$ cat src/rtl/fifo_pkg.sv
// fifo_pkg: shared state encoding and sizing for the 8-entry FIFO controller.
// Optional almost_full/almost_empty flags are enabled by FIFO_ALMOST_FLAGS_EN.
package fifo_pkg;

  localparam int DEPTH     = 8;
  localparam int WIDTH_DEF = 32;

  typedef enum logic [2:0] {
    INIT     = 3'b000,
    NO_OP    = 3'b001,
    WRITE    = 3'b010,
    WR_ERROR = 3'b011,
    READ     = 3'b100,
    RD_ERROR = 3'b101
  } state_t;

endpackage

$ cat src/rtl/fifo_next_state.sv
// fifo_next_state: operation decode, next pointers/count/state and the
// one-hot write select for the data registers.
module fifo_next_state
  import fifo_pkg::*;
#(
  parameter int ADDR_W = 3
) (
  input  logic              wr_en,
  input  logic              rd_en,
  input  logic [ADDR_W-1:0] head,
  input  logic [ADDR_W-1:0] tail,
  input  logic [ADDR_W:0]   count,
  output state_t            state_nxt,
  output logic [ADDR_W-1:0] head_nxt,
  output logic [ADDR_W-1:0] tail_nxt,
  output logic [ADDR_W:0]   count_nxt,
  output logic              rd_take,
  output logic [DEPTH-1:0]  sel
);

  localparam int CW = ADDR_W + 1;

  logic wr_op;
  logic rd_op;
  logic is_full;
  logic is_empty;

  assign wr_op    = wr_en & ~rd_en;
  assign rd_op    = rd_en & ~wr_en;
  assign is_full  = (count == CW'(DEPTH));
  assign is_empty = (count == '0);

  always_comb begin
    state_nxt = NO_OP;
    head_nxt  = head;
    tail_nxt  = tail;
    count_nxt = count;
    rd_take   = 1'b0;
    sel       = '0;
    unique case (1'b1)
      wr_op && !is_full: begin
        sel       = DEPTH'(1) << tail;
        tail_nxt  = tail + ADDR_W'(1);
        count_nxt = count + CW'(1);
        state_nxt = WRITE;
      end
      wr_op && is_full: begin
        state_nxt = WR_ERROR;
      end
      rd_op && !is_empty: begin
        rd_take   = 1'b1;
        head_nxt  = head + ADDR_W'(1);
        count_nxt = count - CW'(1);
        state_nxt = READ;
      end
      rd_op && is_empty: begin
        state_nxt = RD_ERROR;
      end
      default: ;
    endcase
  end

endmodule

$ cat src/rtl/fifo_ctrl.sv
// fifo_ctrl: pointer/count/state registers, registered read data and flags.
// Define FIFO_ALMOST_FLAGS_EN to add almost_full/almost_empty outputs.
module fifo_ctrl
  import fifo_pkg::*;
#(
  parameter int WIDTH  = WIDTH_DEF,
  parameter int ADDR_W = 3
) (
  input  logic              clk,
  input  logic              reset,
  input  logic              wr_en,
  input  logic              rd_en,
  input  logic [WIDTH-1:0]  rd_data,
  output logic [DEPTH-1:0]  wr_sel,
  output logic [ADDR_W-1:0] rd_addr,
  output logic [WIDTH-1:0]  d_out,
  output logic              full,
  output logic              empty,
  output logic              wr_ack,
  output logic              wr_err,
  output logic              rd_ack,
  output logic              rd_err,
`ifdef FIFO_ALMOST_FLAGS_EN
  output logic              almost_full,
  output logic              almost_empty,
`endif
  output logic [ADDR_W:0]   data_count
);

  localparam int CW = ADDR_W + 1;

  state_t            state;
  state_t            state_nxt;
  logic [ADDR_W-1:0] head;
  logic [ADDR_W-1:0] head_nxt;
  logic [ADDR_W-1:0] tail;
  logic [ADDR_W-1:0] tail_nxt;
  logic [ADDR_W:0]   count;
  logic [ADDR_W:0]   count_nxt;
  logic              rd_take;
  logic [DEPTH-1:0]  sel;

  fifo_next_state #(
    .ADDR_W(ADDR_W)
  ) u_next (
    .wr_en    (wr_en),
    .rd_en    (rd_en),
    .head     (head),
    .tail     (tail),
    .count    (count),
    .state_nxt(state_nxt),
    .head_nxt (head_nxt),
    .tail_nxt (tail_nxt),
    .count_nxt(count_nxt),
    .rd_take  (rd_take),
    .sel      (sel)
  );

  always_ff @(posedge clk or posedge reset) begin
    if (reset) begin
      state <= INIT;
      head  <= '0;
      tail  <= '0;
      count <= '0;
      d_out <= '0;
    end else begin
      state <= state_nxt;
      head  <= head_nxt;
      tail  <= tail_nxt;
      count <= count_nxt;
      if (rd_take) d_out <= rd_data;
    end
  end

  // Held in reset, no register may be written even with wr_en high.
  assign wr_sel     = reset ? '0 : sel;
  assign rd_addr    = head;
  assign data_count = count;
  assign full       = (count == CW'(DEPTH));
  assign empty      = (count == '0);
  assign wr_ack     = (state == WRITE);
  assign wr_err     = (state == WR_ERROR);
  assign rd_ack     = (state == READ);
  assign rd_err     = (state == RD_ERROR);

`ifdef FIFO_ALMOST_FLAGS_EN
  assign almost_full  = (count == CW'(DEPTH - 1));
  assign almost_empty = (count == CW'(1));
`endif

endmodule

$ cat config.mk
export PLATFORM = sky130hd
export DESIGN_NAME = fifo_ctrl
export DESIGN_NICKNAME = d
export VERILOG_FILES = /design/src/rtl/fifo_pkg.sv /design/src/rtl/fifo_next_state.sv /design/src/rtl/fifo_ctrl.sv
export SDC_FILE = /design/constraint.sdc
export NUM_CORES = 1
export LEC_CHECK = 0
export ABC_AREA = 1
export BUFFER_PORTS_ARGS = -buffer_cell sky130_fd_sc_hd__buf_2
export CORE_ASPECT_RATIO = 1.1
export CORE_MARGIN = 2
export CORE_UTILIZATION = 45
export DETAILED_ROUTE_END_ITERATION = 10
export PLACE_DENSITY = 0.81
export REMOVE_ABC_BUFFERS = 1
export SYNTH_ARGS = -nofsm -noshare
export SYNTH_HDL_FRONTEND = slang
export SYNTH_HIERARCHICAL = 1
export SYNTH_SLANG_ARGS = --single-unit
$ cat constraint.sdc
create_clock -name clk -period 2.6 [get_ports clk]
set_input_delay 0.26 -clock clk [delete_from_list [all_inputs] [get_ports clk]]
set_output_delay 0.26 -clock clk [all_outputs]
set_load 0.01 [all_outputs]
==> impl_metrics.tcl <==
set metrics [dict create \
    avgSynthCellArea_um2 9.19 \
    finClkSkew_ns 0.00839 \
    r2r-start "data_count[1]" \
    max_freq_mhz 532 \
    fill_cells 479 \
    fp.dieH_um 80.6 \
    cts_tree "done" \
    path_delay_family "simple AND/OR/NAND/NOR gates" \
    cts_hold_buf 0 \
    fin_nets 397 \
    startpoint_type "register" \
    place_ws_ns 0.747 \
    fin_cells 408 \
    clockBufferDepth 2 \
    antenna_found_initial 0 \
    path_cells "nor2_4 -> nand2_2 -> nand2_4 -> inv_2 -> ha_1 -> nand3_1 -> nand3_1 -> inv_1 -> nand2_1 -> nand3_1 -> nand2_1" \
    comb_power_share_pct 36.4 \
    crit_slowest_cell "dfrtp_1" \
    power_frac_seq_pct 42.0 \
    synth.ff_latch_count 45 \
    fin_ws_ns 0.720 \
    whs_ns 0.163 \
    coreArea_um2 5070 \
    cp_max_fo 8 \
    post_drt_via_cell_ratio 4.60 \
    die-area_um2 5930 \
    most-common-layout-cells "88 x buf_2, 61 x inv_1, 47 x nand2_1" \
    p_int_uw 1580 \
    min_to "d_out[18]" \
    grt_max_degree 46 \
    grt_use_total_pct 16.2 \
    drive_above_1_share_pct 41.4 \
    dp.cells 400 \
    cp.required_ns 2.79 \
    slew_violations 0 \
    run_status "complete, no violations" \
    ys_types 24 \
    mostFrequentLayoutCell "buf_2" \
    r2r_slack_ns 0.72 \
    worst-r2r-cell-count 11 \
    cts_sinks 45 \
    peakVddDrop_mv 0.333 \
    crit_buf_inv 2 \
    dr.pass1.iters 4 \
    io_buffers 88 \
    ios 89 \
    postCtsSetupRepairBufs 0 \
    worst_slew_pin_slew_ns 0.914 \
    diodes 0 \
    cp.arrival_ns 2.07 \
    clk_pin_slew_ns 0.09 \
    total_power_uw 2520 \
    grt_pass1_vias 1830 \
    fin_tns_setup_ns 0 \
    period_minus_slack_ns 1.88 \
    setup_viol 0 \
    switching_share_pct 37.3 \
    pwr-share-clk_pct 21.6 \
    fin_crit_sh_pct 72.3 \
    hold_violations 0 \
    slew_headroom_pct 39.0 \
    drc 0 \
    gr-total-overflow 0 \
    rsz0062_at_grt "false" \
    cts_buffers 5 \
    wirelength_um 4350 \
    cpPeakStageDelay_ns 0.47 \
    p_switching_uw 941 \
    start_util_pct 47.3 \
    yosys_warnings 6 \
    ant_nets 0 \
    grt_pass1_wl_um 7490 \
    dp_hpwl_um 3390 \
    die_w_um 73.6 \
    drt-wirelength-per-cell_um 10.7 \
    placement_rows 27 \
    cap_viol_max_count 0 \
    drtIter0Drc 32 \
    path_class "reg -> reg" \
    clk_latency_ns 0.29 \
    syn_inst 261 \
    netlist_area_um2 2400 \
    cpMostUsedCell "nand3_1" \
    whs_path_depth 3 \
    vias 1877 \
    powerDensity_nw_per_um2 860 \
    cts_htree_levels 2 \
    area_delta_synth_final_pct 22.2 \
    leakagePower_uw 0.00160 \
    worstHoldStart "rd_data[18]" \
    cts_resized 0 \
    ys_seq_area_share_pct 46.9 \
    root_buffer "clkbuf_8" \
    r2r-end "data_count[3]" \
    hold_class "in -> reg" \
    worst_setup_path_end_kind "register" \
    gp_congestion 0.748 \
]
Yosys cell counts, drive strengths merged:
cell / count / area, µm²
a21boi: 1 / 7.51
a21oi: 2 / 10.0
buf: 9 / 115
dfrtp: 45 / 1130
fa: 1 / 20.0
ha: 11 / 138
inv: 64 / 240
nand2: 53 / 219
nand3: 8 / 40.0
nand3b: 1 / 7.51
nor2: 21 / 88.8
nor3: 6 / 60.1
o21ai: 34 / 283
xnor2: 2 / 17.5
xor2: 3 / 26.3
registers in the layout (all words and copies together), names as in the netlist:
| signal | flops |
|---|---|
| d_out | 32 |
| data_count | 4 |
| rd_addr | 3 |
| state | 3 |
| tail | 3 |
routing by layer:
layer | vias up | global-route usage (%) | share of wire (%)
met5 | - | 0 | 0
met4 | 0 | 5.64 | 1.1
met3 | 7 | 4.39 | 6.4
met2 | 60 | 29.3 | 52
met1 | 851 | 18.0 | 41
li1 | 959 | - | -
how the worst max path moves through the flow:
stage / startpoint / end / slack (ns) / cells past startpoint
global route: data_count[2] / data_count[3] / 0.52 / 11
CTS: data_count[1] / wr_sel[3] / 0.72 / 7
floorplan: data_count[2] / data_count[3] / 0.09 / 11
global placement: data_count[1] / data_count[3] / 0.83 / 11
detailed placement: data_count[1] / data_count[3] / 0.75 / 11
finish: data_count[1] / data_count[3] / 0.72 / 11
worst reg2reg max path, cell delays in order (launching register included):
cell and delay (ns):
dfrtp_1 0.47, nor2_4 0.19, nand2_2 0.08, nand2_4 0.13
inv_2 0.08, ha_1 0.34, nand3_1 0.10, nand3_1 0.10
inv_1 0.09, nand2_1 0.05, nand3_1 0.09, nand2_1 0.06
cell families after synthesis:
group,after synthesis,synth area share [%]
flops,45,46.9
compound gates,37,12.5
buf+inv,73,14.8
simple gates,89,17.3
xor+xnor,5,1.83
fa+ha+maj,12,6.57
stage by stage:
stage | area [µm²] | utilization [%]
finish | 2930 | 57.9
global route | 2930 | 57.9
CTS | 2930 | 57.9
detailed placement | 2810 | 55.5
global placement | 2810 | 55.5
floorplan | 2280 | -
layout make-up:
cell class / count / area (µm²) / share of cell area (%)
Clock buffer: 6 / 82.6 / 2.82
Clock inverter: 2 / 37.5 / 1.28
Inverter: 64 / 240 / 8.19
Multi-Input combinational cell: 143 / 917 / 31.3
Sequential cell: 45 / 1130 / 38.4
Tap cell: 58 / 72.6 / 2.48
Timing Repair Buffer: 90 / 455 / 15.5
power groups by stage:
stage	Sequential, µW	Clock [µW]	Combinational, µW
5_1_grt	1090	587	1050
6_report	1060	545	918
3_3_place_gp	1060	0	895
2_1_floorplan	1130	0	530
3_5_place_dp	1070	0	934
4_1_cts	1060	563	937
No activity file was read; power rests on OpenSTA's default activity.
